File: src/rtl/bin2bcd_seq_pkg.sv
// -----------------------------------------------------------------------------
// bin2bcd_seq_pkg
// Shared definitions for the sequential double-dabble binary-to-BCD converter:
// FSM state encoding, counter sizing and the per-nibble adjust constants.
// -----------------------------------------------------------------------------
package bin2bcd_seq_pkg;

    // Any encoding outside these three recovers to IDLE in the FSM.
    typedef enum logic [1:0] {
        IDLE   = 2'b00,
        SHIFT  = 2'b01,
        FINISH = 2'b10
    } state_t;

    localparam int DEFAULT_WIDTH  = 10;
    localparam int DEFAULT_DIGITS = 4;

    // Shift counter width for a given binary width (never narrower than 1 bit).
    function automatic int cnt_width(input int w);
        return (w > 1) ? $clog2(w) : 1;
    endfunction

    localparam int CNT_W = cnt_width(DEFAULT_WIDTH);

    // A nibble at or above the threshold would exceed 9 after doubling,
    // so it is pre-corrected by the adjust value before the shift.
    localparam logic [3:0] NIBBLE_THRESH = 4'd5;
    localparam logic [3:0] NIBBLE_ADJUST = 4'd3;

endpackage : bin2bcd_seq_pkg

File: src/rtl/bin2bcd_seq_add3.sv
// -----------------------------------------------------------------------------
// bcd_add3
// Combinational double-dabble nibble correction: dout = din>=5 ? din+3 : din.
// The result is kept to 4 bits; there is no carry between nibbles.
//
// Ports:
//   din   in  [3:0]  scratch nibble before correction
//   dout  out [3:0]  corrected nibble
// -----------------------------------------------------------------------------
module bcd_add3
    import bin2bcd_seq_pkg::*;
(
    input  logic [3:0] din,
    output logic [3:0] dout
);

    assign dout = (din >= NIBBLE_THRESH) ? din + NIBBLE_ADJUST : din;

endmodule : bcd_add3

File: src/rtl/bin2bcd_seq.sv
// -----------------------------------------------------------------------------
// bin2bcd_seq
// Sequential shift-and-add-3 converter. A START in IDLE latches BIN; WIDTH
// shift cycles later the packed BCD result is written to D0..D3 and DONE
// pulses for one cycle. D0..D3 only change on completion (or reset), so the
// downstream 7-segment decoders never see intermediate scratch values.
//
// Ports:
//   clk    in              system clock, rising edge
//   rst_n  in              asynchronous active-low reset
//   start  in              conversion request, sampled only in IDLE
//   bin    in  [WIDTH-1:0] unsigned value, captured on the accepting edge
//   busy   out             high while shifting
//   done   out             one-cycle pulse, D0..D3 newly updated
//   d0     out [3:0]       units digit
//   d1     out [3:0]       tens digit
//   d2     out [3:0]       hundreds digit
//   d3     out [3:0]       thousands digit
// -----------------------------------------------------------------------------
module bin2bcd_seq
    import bin2bcd_seq_pkg::*;
#(
    parameter int WIDTH  = DEFAULT_WIDTH,
    parameter int DIGITS = DEFAULT_DIGITS
) (
    input  logic             clk,
    input  logic             rst_n,
    input  logic             start,
    input  logic [WIDTH-1:0] bin,
    output logic             busy,
    output logic             done,
    output logic [3:0]       d0,
    output logic [3:0]       d1,
    output logic [3:0]       d2,
    output logic [3:0]       d3
);

    localparam int             SW       = 4 * DIGITS;
    localparam int             CW       = cnt_width(WIDTH);
    localparam logic [CW-1:0]  LAST_CNT = CW'(WIDTH - 1);

    state_t           state_q, state_d;
    logic [WIDTH-1:0] bin_q;
    logic [SW-1:0]    scr_q;
    logic [SW-1:0]    scr_adj;
    logic [SW-1:0]    scr_next;
    logic [CW-1:0]    cnt_q;
    logic             load;
    logic             shift_en;
    logic             last;
    logic             unused_scr_msb;

    // ------------------------------------------------------------------
    // Per-digit add-3 correction on the current scratch contents.
    // ------------------------------------------------------------------
    for (genvar g = 0; g < DIGITS; g++) begin : g_add3
        bcd_add3 u_add3 (
            .din  (scr_q[4*g +: 4]),
            .dout (scr_adj[4*g +: 4])
        );
    end

    // Correct first, then shift {scratch, binreg} left by one. The top
    // corrected bit falls off; DIGITS is sized so it is always zero.
    assign scr_next       = {scr_adj[SW-2:0], bin_q[WIDTH-1]};
    assign unused_scr_msb = scr_adj[SW-1];

    // ------------------------------------------------------------------
    // FSM next-state and control decode.
    // ------------------------------------------------------------------
    always_comb begin
        // NOTE: every output of this block gets a default first, so no
        // path through the case leaves a signal unassigned (no latches).
        state_d  = state_q;
        load     = 1'b0;
        shift_en = 1'b0;
        last     = 1'b0;
        case (state_q)
            IDLE: begin
                if (start) begin
                    load    = 1'b1;
                    state_d = SHIFT;
                end
            end
            SHIFT: begin
                shift_en = 1'b1;
                if (cnt_q == LAST_CNT) begin
                    last    = 1'b1;
                    state_d = FINISH;
                end
            end
            FINISH:  state_d = IDLE;
            default: state_d = IDLE;
        endcase
    end

    always_ff @(posedge clk or negedge rst_n) begin
        // NOTE: sequential state is updated with non-blocking assignments so
        // every register samples pre-edge values regardless of block order.
        if (!rst_n) state_q <= IDLE;
        else        state_q <= state_d;
    end

    // ------------------------------------------------------------------
    // Datapath: binary shift register, BCD scratch and shift counter.
    // ------------------------------------------------------------------
    always_ff @(posedge clk or negedge rst_n) begin
        // NOTE: scratch and counter are reset too, so an abandoned
        // conversion leaves no stale state visible after reset.
        if (!rst_n) begin
            bin_q <= '0;
            scr_q <= '0;
            cnt_q <= '0;
        end else if (load) begin
            bin_q <= bin;
            scr_q <= '0;
            cnt_q <= '0;
        end else if (shift_en) begin
            bin_q <= {bin_q[WIDTH-2:0], 1'b0};
            scr_q <= scr_next;
            cnt_q <= last ? '0 : cnt_q + 1'b1;
        end
    end

    // ------------------------------------------------------------------
    // Registered outputs. Status flags are taken from the next state so
    // they line up with the state register; digits load only on the
    // final shift with the post-shift scratch value.
    // ------------------------------------------------------------------
    always_ff @(posedge clk or negedge rst_n) begin
        if (!rst_n) begin
            busy <= 1'b0;
            done <= 1'b0;
            d0   <= '0;
            d1   <= '0;
            d2   <= '0;
            d3   <= '0;
        end else begin
            busy <= (state_d == SHIFT);
            done <= (state_d == FINISH);
            if (last) begin
                d0 <= scr_next[3:0];
                d1 <= scr_next[7:4];
                d2 <= scr_next[11:8];
                d3 <= scr_next[15:12];
            end
        end
    end

endmodule : bin2bcd_seq

File: config.mk
export PLATFORM = sky130hd
export DESIGN_NAME = bin2bcd_seq
export DESIGN_NICKNAME = d
export VERILOG_FILES = /design/src/rtl/bin2bcd_seq_pkg.sv /design/src/rtl/bin2bcd_seq_add3.sv /design/src/rtl/bin2bcd_seq.sv
export SDC_FILE = /design/constraint.sdc
export NUM_CORES = 1
export LEC_CHECK = 0
export ABC_CLOCK_PERIOD_IN_PS = 1700
export BUFFER_PORTS_ARGS = -buffer_cell sky130_fd_sc_hd__buf_2
export CAP_MARGIN = 20
export CORE_MARGIN = 2
export CORE_UTILIZATION = 40
export DETAILED_ROUTE_END_ITERATION = 6
export PLACE_DENSITY = 0.63
export SYNTH_ARGS = -nofsm -noshare
export SYNTH_HDL_FRONTEND = slang
export SYNTH_SLANG_ARGS = --single-unit
File: constraint.sdc
create_clock -name clk -period 1.7 [get_ports clk]
set_input_delay 0.17 -clock clk [delete_from_list [all_inputs] [get_ports clk]]
set_output_delay 0.17 -clock clk [all_outputs]
set_load 0.01 [all_outputs]
==> results.yml <==
timing:
  hold_violations: 0
  tns_ps: 0
  grt_setup_unrepaired: "no"
  holdWs_ps: 156
  finalSetupViolCount: 0
  drv_slew: 0
  slew_headroom_pct: 58.7
  clock_skew_ps: 6.25
  tightest_slew_ps: 619
  fin_crit_sh_pct: 92.5
  timing.fmax_ghz: 0.636
  min_period_ps: 1570
final_layout:
  nets: 279
  drive_gt1_share_pct: 26.8
  multiInputGateArea_um2: 1050
  fin_area_um2: 2760
  syn2layout_area_growth_pct: 15.5
  n_fill_cell: 590
  diodes: 0
  utilization_pct: 47.2
  regArea_um2: 1250
  instances_no_fill: 332
synth:
  ys.flop_type: "dfrtp_1"
  syn_nets: 240
  syn_area_per_cell_um2: 11.0
  ys_seq_elements: 50
  yosysWarningCount: 0
  netlist_instances: 217
  synth_edf_count: 0
  postSynth.asyncResetShare_pct: 100
  netlist_area_um2: 2390
  ys_types: 30
  ys_seq_area_share_pct: 52.4
flow_run:
  maxCapViolCount: 0
setup_path:
  cp_top_family: "flip-flops"
  path_class: "reg -> reg"
  cp.required_ps: 1940
  crit_chain: "inv_1, ha_1, nand2b_1, a21oi_2, mux2i_2, a22o_1"
  cp.arrival_ps: 1810
  cp_num_buf_inv: 1
  cp_max_fo: 5
  cpMaxStageDelayCell: "dfrtp_1"
  crit_path_end_kind: "register"
  critPathLaunchType: "register"
  critical-path-max-stage-delay_ps: 440
die:
  core_area_um2: 5850
  die_x_um: 81.3
  num_rows: 28
  initial_core_util_pct: 40.8
  die_h_um: 81.3
  io_pins: 31
  die_area_um2: 6610
pwr:
  p_clk_share_pct: 14.1
  ir_drop_mv: 0.670
  p_per_area_nw_per_um2: 1800
  p_seq_share_pct: 41.8
  leakagePower_nw: 1.30
  p_sw_w: 0.00188
  p_int_w: 0.00309
  p_sw_share_pct: 37.9
  comb_power_share_pct: 44.1
outcome:
  status: "complete, no violations"
clocking:
  clkTransAtPathRegs_ps: 90
  cts_tree: "built"
  cts_buffer_depth: 2
  cts.sinks: 50
  post_cts_buffers: 0
  clkLatencyLatePin_ps: 300
  cts_inserted_buffers: 5
  h-tree-depth: 2
  clock_tree.root_cell: "clkbuf_8"
route:
  via_per_inst: 5.08
  wl_per_cell_um: 13.3
  drt_iter0_drc: 84
  final_antenna_net_count: 0
  remaining_drc_errors: 0
  drt_pass1_iterations: 4
  via_count: 1687
  wl_mm: 4.42
grt:
  grt_max_degree: 51
  grt_pass1_wl_mm: 7.55
  gr-max-usage-layer: "met2"
  antenna_found_initial: 0
  met2_usage_pct: 22.4
  grt.total_usage_pct: 14.9
  first_global_vias: 1604
  gr-total-overflow: 0
  met1_usage_pct: 20.9
  grt.met3_usage_pct: 3.56
placed_design:
  io_buffers: 30
  place_inst: 323
  hpwl_mm: 3.09
  gp_congestion: 0.782
  placed_cell_area_um2: 2660
worst_hold_path:
  worstHoldPathType: "in -> reg"
## synthesized netlist by cell type (5+ instances only)
library cell	instances	area (um^2)
dfrtp_1	50	1250
o21ai_0	30	150
nand2_1	20	75.1
nor2_1	11	41.3
ha_1	10	125
inv_1	10	37.5
a22o_1	9	78.8
a22oi_1	9	67.6
a21oi_1	8	40.0
buf_2	6	30.0
mux2_4	5	75.1
mux2i_1	5	50.1
## metrics by stage
step	total power [W]	setup WS, ps
after floorplan	0.00363	256
after global placement	0.00425	145
after detailed placement	0.00431	123
after CTS	0.00503	101
after global routing	0.00545	11.2
final	0.00497	127
## worst reg2reg max path: stages (launching register included)
cell and delay (ps):
dfrtp_1 440, inv_1 80, ha_1 210, nand2b_1 100, a21oi_2 210, mux2i_2 300, a22o_1 180
## cells in the final DEF, fill, tap and decap left out
cell type,n
mux2_2,4
buf_4,10
nor2_1,11
a21oi_2,4
inv_1,10
nor3_1,4
dlygate4sd3_1,1
nand3_1,2
nand2b_1,4
nand3b_4,1
buf_2,30
xnor2_1,4
dfrtp_1,50
ha_1,10
mux2i_1,4
mux2_4,5
o21bai_2,1
nor2b_1,3
a21oi_1,8
a22o_1,9
a31oi_1,4
o21ai_0,30
or3b_2,4
nor3b_1,3
mux2i_2,1
nand2b_4,1
a22oi_1,9
clkbuf_1,1
clkbuf_8,6
xor2_1,1
nor2_8,1
nand2_1,20
clkinv_2,1
## path summary, 6_finish.rpt
| check | start | end | slack (ps) | cells past startpoint |
|---|---|---|---|---|
| max | scr_q[8] | scr_q[10] | 130 | 6 |
| min | bin[4] | bin_q[4] | 160 | 3 |
| max reg2reg | scr_q[8] | scr_q[10] | 130 | 6 |
| min reg2reg | bin_q[2] | bin_q[2] | 490 | 2 |
| max in group asynchronous | rst_n | state_q[0] | 790 | 3 |
| min in group asynchronous | rst_n | scr_q[6] | 490 | 3 |
## per-layer routing
layer	vias to the layer above	routed length [um]
met3	2	167
met1	817	2140
met2	27	2080
li1	841	-
met4	0	40
met5	-	0
## cells by family after synthesis
logic type | count (synthesis) | synth area share [%]
mux | 14 | 7.12
flops | 50 | 52.4
xor+xnor | 5 | 1.83
fa+ha+maj | 10 | 5.24
buf+inv | 19 | 3.77
simple gates | 54 | 12.6
compound gates | 65 | 17.1
## power groups by stage
stage	Clock (W)	Sequential (W)	Combinational (W)
after floorplan	0	0.00214	0.00149
after global placement	0	0.00209	0.00216
after detailed placement	0	0.00210	0.00221
after CTS	0.000731	0.00209	0.00222
after global routing	0.000791	0.00216	0.00250
final	0.000701	0.00208	0.00219
## state kept, by name, indices dropped and copies added (netlist names)
register and count:
d3 4, d2 4, bin_q 10, d0 4
d1 4, state_q 2, done 1, busy 1
scr_q 16, cnt_q 4
## repair_timing
item,CTS,global route
endpoints found under the setup margin,0,2
endpoints found under the hold margin,50,0
hold buffers,1,0
gates resized for setup,0,1
## area by class of cell
class                      count  area share, %
timing repair buffer          41           8.52
multi-input combinational    148           38.1
sequential                    50           45.3
clock buffer                   7           3.13
inverter                      10           1.36
tap                           75           3.40
clock inverter                 1          0.181
Note: power is estimated with default switching activity, not from simulation.
